File: src/rtl/ram_fifo_pkg.sv
// Shared types and default sizes for the single-port-RAM FIFO controller.
package ram_fifo_pkg;

  localparam int unsigned ADD_WIDTH_DEF  = 4;
  localparam int unsigned DATA_WIDTH_DEF = 8;

  typedef enum logic [1:0] {
    SLOT_EMPTY = 2'd0,
    SLOT_PEND  = 2'd1,
    SLOT_FULL  = 2'd2
  } slot_state_t;

endpackage

File: src/rtl/ram_fifo_ctrl_if.sv
// Write-stream and read-stream handshake bundle of ram_fifo_ctrl.
interface ram_fifo_ctrl_if #(
  parameter int unsigned DATA_WIDTH = ram_fifo_pkg::DATA_WIDTH_DEF
);

  logic                  s_valid;
  logic                  s_ready;
  logic [DATA_WIDTH-1:0] s_data;
  logic                  m_valid;
  logic                  m_ready;
  logic [DATA_WIDTH-1:0] m_data;

  modport slave (
    input  s_valid, s_data, m_ready,
    output s_ready, m_valid, m_data
  );

  modport master (
    output s_valid, s_data, m_ready,
    input  s_ready, m_valid, m_data
  );

endinterface

File: src/rtl/ram_fifo_ptr.sv
// Wrapping RAM address pointer with increment enable and async reset.
module ram_fifo_ptr
  import ram_fifo_pkg::*;
#(
  parameter int unsigned WIDTH = ADD_WIDTH_DEF
) (
  input  logic             clk,
  input  logic             rst,
  input  logic             inc,
  output logic [WIDTH-1:0] value
);

  always_ff @(posedge clk or posedge rst) begin
    if (rst) begin
      value <= '0;
    end else if (inc) begin
      value <= value + WIDTH'(1);
    end
  end

endmodule

File: src/rtl/ram_fifo_ctrl.sv
// FIFO controller sharing one single-port RAM port between writes and reads.
// Optional sticky overflow output enabled by RAM_FIFO_OVF_FLAG_EN.
module ram_fifo_ctrl
  import ram_fifo_pkg::*;
#(
  parameter int unsigned ADD_WIDTH  = ADD_WIDTH_DEF,
  parameter int unsigned DATA_WIDTH = DATA_WIDTH_DEF
) (
  input  logic                  clk,
  input  logic                  rst,
  ram_fifo_ctrl_if.slave        stream,
  output logic [ADD_WIDTH:0]    count,
  output logic                  full,
  output logic                  empty,
  output logic                  ram_en,
  output logic [ADD_WIDTH-1:0]  ram_addr,
  output logic [DATA_WIDTH-1:0] ram_din,
  input  logic [DATA_WIDTH-1:0] ram_dout
`ifdef RAM_FIFO_OVF_FLAG_EN
  ,
  output logic                  overflow
`endif
);

  localparam int unsigned         DEPTH     = 2 ** ADD_WIDTH;
  localparam logic [ADD_WIDTH:0]  DEPTH_CNT = (ADD_WIDTH + 1)'(DEPTH);

  slot_state_t           slot, slot_next;
  logic                  rd_issue;
  logic                  capture;
  logic                  wr;
  logic [ADD_WIDTH-1:0]  wr_ptr;
  logic [ADD_WIDTH-1:0]  rd_ptr;
  logic [DATA_WIDTH-1:0] din_q;

  ram_fifo_ptr #(.WIDTH(ADD_WIDTH)) u_wr_ptr (
    .clk   (clk),
    .rst   (rst),
    .inc   (wr),
    .value (wr_ptr)
  );

  ram_fifo_ptr #(.WIDTH(ADD_WIDTH)) u_rd_ptr (
    .clk   (clk),
    .rst   (rst),
    .inc   (rd_issue),
    .value (rd_ptr)
  );

  assign full  = (count == DEPTH_CNT);
  assign empty = (count == '0) && !stream.m_valid;

  always_ff @(posedge clk or posedge rst) begin
    if (rst) begin
      slot <= SLOT_EMPTY;
    end else begin
      slot <= slot_next;
    end
  end

  // rd_issue depends only on registered state, so s_ready has no path from s_valid/m_ready.
  always_comb begin
    slot_next = slot;
    rd_issue  = 1'b0;
    capture   = 1'b0;
    case (slot)
      SLOT_EMPTY: begin
        if (count != '0) begin
          rd_issue  = 1'b1;
          slot_next = SLOT_PEND;
        end
      end
      SLOT_PEND: begin
        capture   = 1'b1;
        slot_next = SLOT_FULL;
      end
      SLOT_FULL: begin
        if (stream.m_ready) begin
          slot_next = SLOT_EMPTY;
        end
      end
      default: slot_next = SLOT_EMPTY;
    endcase
    stream.s_ready = !full && !rd_issue;
    wr             = stream.s_valid && stream.s_ready;
  end

  always_ff @(posedge clk or posedge rst) begin
    if (rst) begin
      count <= '0;
    end else if (wr) begin
      count <= count + (ADD_WIDTH + 1)'(1);
    end else if (rd_issue) begin
      count <= count - (ADD_WIDTH + 1)'(1);
    end
  end

  always_ff @(posedge clk or posedge rst) begin
    if (rst) begin
      din_q <= '0;
    end else if (wr) begin
      din_q <= stream.s_data;
    end
  end

  assign ram_en   = wr;
  assign ram_addr = wr ? wr_ptr : rd_ptr;
  assign ram_din  = wr ? stream.s_data : din_q;

  always_ff @(posedge clk or posedge rst) begin
    if (rst) begin
      stream.m_valid <= 1'b0;
      stream.m_data  <= '0;
    end else if (capture) begin
      stream.m_valid <= 1'b1;
      stream.m_data  <= ram_dout;
    end else if (slot == SLOT_FULL && stream.m_ready) begin
      stream.m_valid <= 1'b0;
    end
  end

`ifdef RAM_FIFO_OVF_FLAG_EN
  always_ff @(posedge clk or posedge rst) begin
    if (rst) begin
      overflow <= 1'b0;
    end else if ((stream.s_valid && full) ||
                 (stream.m_ready && !stream.m_valid && empty)) begin
      overflow <= 1'b1;
    end
  end
`endif

endmodule

File: src/flat_wrapper.sv
// flat-port wrapper written by rule: the top's interface ports become plain ports
module ram_fifo_ctrl_flat import ram_fifo_pkg::*;
#(
  parameter int unsigned ADD_WIDTH  = ADD_WIDTH_DEF,
  parameter int unsigned DATA_WIDTH = DATA_WIDTH_DEF
)
  (clk, rst, count, full, empty, ram_en, ram_addr, ram_din, ram_dout, stream_s_valid, stream_s_data, stream_m_ready, stream_s_ready, stream_m_valid, stream_m_data);
  ram_fifo_ctrl_if #(.DATA_WIDTH(DATA_WIDTH)) stream_i ();
  input  logic clk;
  input  logic rst;
  output logic [ADD_WIDTH:0] count;
  output logic full;
  output logic empty;
  output logic ram_en;
  output logic [ADD_WIDTH-1:0] ram_addr;
  output logic [DATA_WIDTH-1:0] ram_din;
  input  logic [DATA_WIDTH-1:0] ram_dout;
  input wire logic [$bits(stream_i.s_valid)-1:0] stream_s_valid;
  input wire logic [$bits(stream_i.s_data)-1:0] stream_s_data;
  input wire logic [$bits(stream_i.m_ready)-1:0] stream_m_ready;
  output wire logic [$bits(stream_i.s_ready)-1:0] stream_s_ready;
  output wire logic [$bits(stream_i.m_valid)-1:0] stream_m_valid;
  output wire logic [$bits(stream_i.m_data)-1:0] stream_m_data;
  assign stream_i.s_valid = stream_s_valid;
  assign stream_i.s_data = stream_s_data;
  assign stream_i.m_ready = stream_m_ready;
  assign stream_s_ready = stream_i.s_ready;
  assign stream_m_valid = stream_i.m_valid;
  assign stream_m_data = stream_i.m_data;
  ram_fifo_ctrl #(.ADD_WIDTH(ADD_WIDTH), .DATA_WIDTH(DATA_WIDTH)) u_core (.clk(clk), .rst(rst), .stream(stream_i), .count(count), .full(full), .empty(empty), .ram_en(ram_en), .ram_addr(ram_addr), .ram_din(ram_din), .ram_dout(ram_dout));
endmodule
File: config.mk
export PLATFORM = sky130hd
export DESIGN_NAME = ram_fifo_ctrl_flat
export DESIGN_NICKNAME = d
export VERILOG_FILES = /design/src/rtl/ram_fifo_pkg.sv /design/src/rtl/ram_fifo_ctrl_if.sv /design/src/rtl/ram_fifo_ptr.sv /design/src/rtl/ram_fifo_ctrl.sv /design/src/flat_wrapper.sv
export SDC_FILE = /design/constraint.sdc
export NUM_CORES = 1
export LEC_CHECK = 0
export CAP_MARGIN = 20
export CORE_MARGIN = 1
export CORE_UTILIZATION = 45
export CTS_CLUSTER_SIZE = 25
export DETAILED_ROUTE_END_ITERATION = 6
export PLACE_DENSITY = 0.76
export SYNTH_ARGS = -nofsm -noshare
export SYNTH_HDL_FRONTEND = slang
export SYNTH_HIERARCHICAL = 1
export SYNTH_SLANG_ARGS = --single-unit
File: constraint.sdc
create_clock -name clk -period 2.8 [get_ports clk]
set_input_delay 0.56 -clock clk [delete_from_list [all_inputs] [get_ports clk]]
set_output_delay 0.56 -clock clk [all_outputs]
set_load 0.005 [all_outputs]
== Word level (Yosys, flattened, before mapping) ==
Cells that the tools add are included.

* Bits in registers: 32
* Output and inout port bits: 30

* Add/subtract/negate cells: 4
* Eq/ne operators: 5
* Mux-type cells: 12
* Reductions and logical operators: 13

{| class="wikitable"
|+ Operators by type and width
! cell !! number
|-
| $mux 5 || 2
|-
| $add 4x1->4 const B || 2
|-
| $mux 8 || 1
|-
| $pmux 2 s3 || 1
|-
| $add 5x1->5 const B || 1
|-
| $eq 5x5->1 const B || 1
|-
| $logic_not 5->1 || 1
|-
| $mux 1 || 5
|-
| $reduce_bool 5->1 || 1
|-
| $sub 5x1->5 const B || 1
|-
| $logic_and 1x1->1 || 4
|-
| $mux 2 || 2
|-
| $mux 4 || 1
|-
| $reduce_bool 2->1 || 2
|-
| $logic_not 1->1 || 3
|-
| $eq 2x1->1 const B || 1
|-
| $eq 2x2->1 const B || 1
|-
| $logic_not 2->1 || 1
|-
| $ne 2x1->1 const B || 1
|-
| $ne 2x2->1 const B || 1
|-
| $reduce_and 2->1 || 1
|}

== Logic depth before layout (Yosys ltp) ==
* Depth after elaboration: 7
* Gate-level depth with buffers: 10
* Gate-level depth less buffers: 9

== By module ==
The synthesis kept the hierarchy.

{| class="wikitable"
|+ By module, submodules not included
! module !! times used !! cells each !! area an instance (um^2)
|-
| ram_fifo_ctrl || 1 || 98 || 1,213.7
|-
| ram_fifo_ptr || 2 || 12 || 163.9
|}

== Worst setup path after synthesis ==
OpenSTA, ideal clock, no wires.

* Path kind: reg2reg
* Start: register u_core.count[0]
* End: register u_core.count[4]
* Library setup time: 0.142 ns
* Arrival time: 2.456 ns
* Required time: 2.658 ns
* Setup slack: 0.203 ns
* Cell stages (with the launch flop): 11
* Buffers on the path: 1
* Cells stage by stage: dfrtp_1 > nor4_4 > nand2_1 > nand3_4 > buf_6 > inv_1 > fa_1 > nand2b_1 > a211o_1 > o311ai_0 > o211ai_1

* Cells in the longest elaborated chain, start to end: 7
* Elaborated cells between the ends (all ways): 13
* Classes of those cells: 2 x add/sub; 1 x eq/ne; 4 x mux; 6 x reduce/logical

{| class="wikitable"
|+ Ends and longest elaborated chain
! element !! RTL line !! source
|-
| start, declared || ram_fifo_ctrl.sv:12 || <nowiki>output logic [ADD_WIDTH:0] count,</nowiki>
|-
| start signal, assigned || ram_fifo_ctrl.sv:92 || <nowiki>count <= count + (ADD_WIDTH + 1)'(1);</nowiki>
|-
| start signal, assigned || ram_fifo_ctrl.sv:94 || <nowiki>count <= count - (ADD_WIDTH + 1)'(1);</nowiki>
|-
| $reduce_bool 5->1 || ram_fifo_ctrl.sv:68 || <nowiki>if (count != '0) begin</nowiki>
|-
| $mux 1 || ram_fifo_ctrl.sv:68 ||
|-
| $mux 1 || ram_fifo_ctrl.sv:66 || <nowiki>case (slot)</nowiki>
|-
| $logic_not 1->1 || ram_fifo_ctrl.sv:84 || <nowiki>stream.s_ready = !full && !rd_issue;</nowiki>
|-
| $logic_and 1x1->1 * || ram_fifo_ctrl.sv:84 ||
|-
| $logic_and 1x1->1 * || ram_fifo_ctrl.sv:85 || <nowiki>wr = stream.s_valid && stream.s_ready;</nowiki>
|-
| net ram_en || flat_wrapper.sv:14 || <nowiki>output logic ram_en;</nowiki>
|-
| $mux 5 or $reduce_bool 2->1 (tied branches) || -- ||
|}

Mark *: on every way through the listed nets, which the timed path passes. The rest lies on a longest branch. The select of a mux whose other input is x is not followed.
A chain may end at the register's enable or synchronous reset.

== Worst setup path in the final report ==
* Start: register u_core.count[0]
* End: output ram_din[5]

* Cells in the longest elaborated chain, start to end: 7
* Elaborated cells between the ends (all ways): 9
* Classes of those cells: 1 x eq/ne; 3 x mux; 5 x reduce/logical

{| class="wikitable"
|+ Ends and longest elaborated chain
! element !! RTL line !! source
|-
| $reduce_bool 5->1 || ram_fifo_ctrl.sv:68 ||
|-
| $mux 1 || ram_fifo_ctrl.sv:68 ||
|-
| $mux 1 || ram_fifo_ctrl.sv:66 ||
|-
| $logic_not 1->1 || ram_fifo_ctrl.sv:84 ||
|-
| $logic_and 1x1->1 * || ram_fifo_ctrl.sv:84 ||
|-
| $logic_and 1x1->1 * || ram_fifo_ctrl.sv:85 ||
|-
| $mux 8 * || ram_fifo_ctrl.sv:108 || <nowiki>assign ram_din = wr ? stream.s_data : din_q;</nowiki>
|-
| end, declared || flat_wrapper.sv:16 || <nowiki>output logic [DATA_WIDTH-1:0] ram_din;</nowiki>
|}

Mark *: on every way between the ends. The rest lies on a longest branch, timed or not.

==> implementation parameters <==
Parameter                              Value

CTS
  Num Clock Sinks ... 32
  Max Root-Sink Buffers ... 2
  Hold bufs inserted after CTS ... 0
  Clock network latency to the later pin of the worst-skew pair ... 0.33 ns
  CTS clk-pin slew, worst paths ... 0.10 ns
  CTS Root Cell ... sky130_fd_sc_hd__clkbuf_4
  Number of buffers created by CTS ... 5
  TritonCTS clock tree ... done
  H-tree levels ... 2

Power and ir drop
  Leakage power summed over all cells ... 1.09 nW
  Switch Pwr ... 1.00 mW
  Final Total Pwr ... 2.89 mW
  Cell Int Power ... 1.88 mW
  Sw Ratio ... 0.348
  Share of power burned in the clock network ... 0.119
  Share of power burned in registers ... 0.307
  Largest vdd supply drop ... 0.772 mV
  Comb pwr share ... 0.574
  Power density over the cells ... 1240 nW/um^2

Worst setup path
  Critical-path cell with the highest stage delay ... sky130_fd_sc_hd__dfrtp_1
  Kind of start point of the critical path ... flip-flop
  R2r worst-path depth ... 11
  Most Frequent Cell on Critical Path ... sky130_fd_sc_hd__buf_4
  Reg-to-reg startpoint ... u_core/count[0]$_DFFE_PP0P_
  Maximum net fanout on the critical path ... 8
  Classification of the worst setup path ... flip-flop to output pin
  Worst Path Required ... 2.24 ns
  Setup crit end kind ... output pin
  Beginning of the critical path ... u_core/count[0]$_DFFE_PP0P_
  CP Cell Sequence ... nor4_4 -> buf_4 -> nand2_4 -> nand3_4 -> buf_4 -> mux2_4 -> clkbuf_2
  Crit-path max cell delay ... roughly 0.42 ns
  Setup slack of the worst register-to-register path ... 0.20 ns
  Arrival time at the worst endpoint ... approximately 2.1 ns
  R2r endpoint ... u_core/count[4]$_DFFE_PP0P_

Layout
  Layout cell share with drive strength beyond 1 ... 0.323
  P&R area growth vs syn ... 51.1%
  Filler Cell Count ... between 200 and 250
  Fin nets ... 226
  Diodes inserted ... 0

Timing
  Max-slew headroom at the worst pin ... 0.553
  Post-Route Hold Slack ... approximately 0.48 ns
  Clock skew ... 0.00917 ns
  Final critical delay including setup and external delays ... ~2.6 ns
  Final number of max-transition violations ... 0
  Unrepaired setup endpoints after global routing ... false
  Final TNS setup ... 0 ns
  Number of hold violations in the final report ... 0
  Final worst-path cycle share ... 0.943
  Max Clk Rate ... 379 MHz
  Worst slew pin tran ... roughly 0.66 ns
  Count of final setup violators ... 0

Global routing
  Total routing usage reported by global routing ... 0.219
  Grt total ovfl ... 0
  Antenna violations before repair ... 0
  Number of global-route vias before repair ... 1333
  Wire length of the first global-routing pass ... roughly 5700 um
  Largest net degree at the start of global routing ... 17

Logic synthesis
  Synth Instances ... 122
  Total of warnings raised by yosys ... 6
  Share of synthesized area occupied by flip-flops and latches ... 0.519
  Combined area of all synthesized cells ... roughly 1500 um^2
  Number of unique standard cell types used by synthesis ... 28
  Post-synth net total ... ~150
  Avg Inst Size Synth ... 12.6 um^2
  Post-synthesis sequential element count ... 32

Placement
  HPWL after DPL ... 2520 um
  Final weighted congestion in routability-driven placement ... roughly 0.76
  PortBufs ... a little under 50

Die
  Core region area ... between 3000 and 4000 um^2
  Total die area ... 3660 um^2
  Width of the chip ... 60.5 um
  Die extent in y ... 60.5 um
  Standard-cell rows ... 20
  Boundary pin count ... 50
  Starting Density ... 0.489

Status
  Status ... finished clean

Route
  DRC violation total after the first TritonRoute iteration ... 22
  Detail-routed net length per standard cell ... roughly 15 um
  Via density per instance ... ~5
  Count of TritonRoute iterations in the first routing pass ... 4
  DR vias ... 1208
  Antenna-violating nets left ... 0
  Total wirelength of the detailed-routed design ... 3640 um
  Number of design rule violations left after detail routing ... 0

Min path
  Type of the tightest min-delay check ... input pin to async pin

Flow run
  Maximum capacitance violations ... 0
==> layout make-up <==
class	count	area [um^2]	share of cell area
clock inverter	2	35.0	0.0150
inverter	10	37.5	0.0161
sequential	32	801	0.344
timing repair buffer	71	643	0.276
multi-input combinational	80	717	0.308
clock buffer	6	41.3	0.0177
tap	44	55.1	0.0236
==> cells in the mapped netlist <==
cell type | number | area [um^2]
sky130_fd_sc_hd__mux2_2 | 14 | 158
sky130_fd_sc_hd__a21boi_0 | 2 | 15.0
sky130_fd_sc_hd__mux2_4 | 8 | 120
sky130_fd_sc_hd__fa_1 | 1 | 20.0
sky130_fd_sc_hd__nand4_1 | 2 | 12.5
sky130_fd_sc_hd__inv_1 | 10 | 37.5
sky130_fd_sc_hd__nand2b_1 | 1 | 6.26
sky130_fd_sc_hd__xor2_1 | 4 | 35.0
sky130_fd_sc_hd__a211o_1 | 1 | 8.76
sky130_fd_sc_hd__a31oi_1 | 1 | 6.26
sky130_fd_sc_hd__or2b_4 | 1 | 11.3
sky130_fd_sc_hd__nor4_4 | 1 | 21.3
sky130_fd_sc_hd__nand3_4 | 1 | 17.5
sky130_fd_sc_hd__a21o_1 | 1 | 7.51
sky130_fd_sc_hd__a21oi_1 | 4 | 20.0
sky130_fd_sc_hd__and2_1 | 1 | 6.26
sky130_fd_sc_hd__xnor2_1 | 4 | 35.0
sky130_fd_sc_hd__o311ai_0 | 1 | 8.76
sky130_fd_sc_hd__buf_6 | 1 | 11.3
sky130_fd_sc_hd__dfrtp_1 | 32 | 801
sky130_fd_sc_hd__nand2_1 | 7 | 26.3
sky130_fd_sc_hd__nand3b_1 | 1 | 7.51
sky130_fd_sc_hd__nor2_1 | 7 | 26.3
sky130_fd_sc_hd__o211ai_1 | 1 | 7.51
sky130_fd_sc_hd__o21ai_0 | 8 | 40.0
sky130_fd_sc_hd__o21a_1 | 1 | 7.51
sky130_fd_sc_hd__nand3_1 | 1 | 5.00
sky130_fd_sc_hd__ha_1 | 5 | 62.6
==> per-stage QoR <==
step / util / area (um^2) / setup WS [ns] / std cells
final: 0.739 / 2330 / 0.160 / 245
after global routing: 0.739 / 2330 / 0.0267 / 245
after CTS: 0.726 / 2290 / -0.0218 / 240
after detailed placement: 0.677 / 2140 / 0.0538 / 222
after global placement: 0.677 / 2140 / 0.0859 / 222
after floorplan: - / 1540 / 0.203 / 122
==> worst max-delay path: cells and delay by family, from the launching register on <==
kind / cells / cell delay (ns)
and+or+nand+nor: 3 / 0.58
DFF: 1 / 0.42
buffers and inverters: 3 / 0.45
muxes: 1 / 0.30
==> worst max path at each step <==
stage	to	slack [ns]	depth (start not counted)
floorplan	u_core/count[4]$_DFFE_PP0P_	0.20	10
global placement	ram_din[5]	0.09	4
detailed placement	ram_din[5]	0.05	4
CTS	ram_din[5]	-0.02	7
global route	ram_din[5]	0.03	7
finish	ram_din[5]	0.16	7
==> power groups by stage <==
stage	clock, mW	combinational, mW	sequential (mW)
floorplan	0	0.833	0.878
global placement	0	1.49	0.879
detailed placement	0	1.54	0.890
CTS	0.352	1.59	0.884
global route	0.375	1.81	0.915
finish	0.343	1.66	0.886
==> repair_timing <==
item,4_1_cts,5_1_grt
buffers inserted,9,5
gates resized for setup,16,25
cloned,1,0
pin swaps,2,2
endpoints found under the setup margin,13,9
==> flip-flops by register name, summed over array words and instances (netlist names) <==
name / cells
u_core/count: 5
u_core/din_q: 8
u_core/slot: 2
u_core/stream.m_data: 8
u_core/stream.m_valid: 1
u_core/u_rd_ptr/value: 4
u_core/u_wr_ptr/value: 4
==> logic make-up (layout without fill, tap and decap cells) <==
kind of cell | count (synthesis) | count (layout) | share of synthesized area
adders and majority gates | 6 | 6 | 0.0536
muxes | 22 | 22 | 0.180
buffers and inverters | 11 | 89 | 0.0317
and+or+nand+nor | 23 | 24 | 0.0909
AOI/OAI and AO/OA | 20 | 20 | 0.0787
DFF | 32 | 32 | 0.519
xor gates and xnor gates | 8 | 8 | 0.0454
==> metal layers <==
layer,up-vias,routed length [um],GRT usage
met3,8,196,0.0746
met4,0,74,0.0909
met2,41,1910,0.396
li1,579,-,-
met5,-,0,0
met1,580,1470,0.231
==> placed cells by master, fill, tap and decap left out, types with 2 or more instances in the layout <==
| cell | count |
|---|---|
| sky130_fd_sc_hd__xor2_1 | 4 |
| sky130_fd_sc_hd__nand4_1 | 2 |
| sky130_fd_sc_hd__buf_6 | 8 |
| sky130_fd_sc_hd__inv_1 | 9 |
| sky130_fd_sc_hd__clkbuf_2 | 8 |
| sky130_fd_sc_hd__a21oi_1 | 4 |
| sky130_fd_sc_hd__nor2_1 | 7 |
| sky130_fd_sc_hd__clkbuf_4 | 5 |
| sky130_fd_sc_hd__o21ai_0 | 8 |
| sky130_fd_sc_hd__mux2_4 | 8 |
| sky130_fd_sc_hd__a21boi_0 | 2 |
| sky130_fd_sc_hd__dlygate4sd2_1 | 4 |
| sky130_fd_sc_hd__ha_1 | 5 |
| sky130_fd_sc_hd__mux2_2 | 14 |
| sky130_fd_sc_hd__clkdlybuf4s50_1 | 36 |
| sky130_fd_sc_hd__nand3_4 | 2 |
| sky130_fd_sc_hd__xnor2_1 | 4 |
| sky130_fd_sc_hd__buf_4 | 14 |
| sky130_fd_sc_hd__dfrtp_1 | 32 |
| sky130_fd_sc_hd__nand2_1 | 6 |
Note: power is estimated with default switching activity, not from simulation.
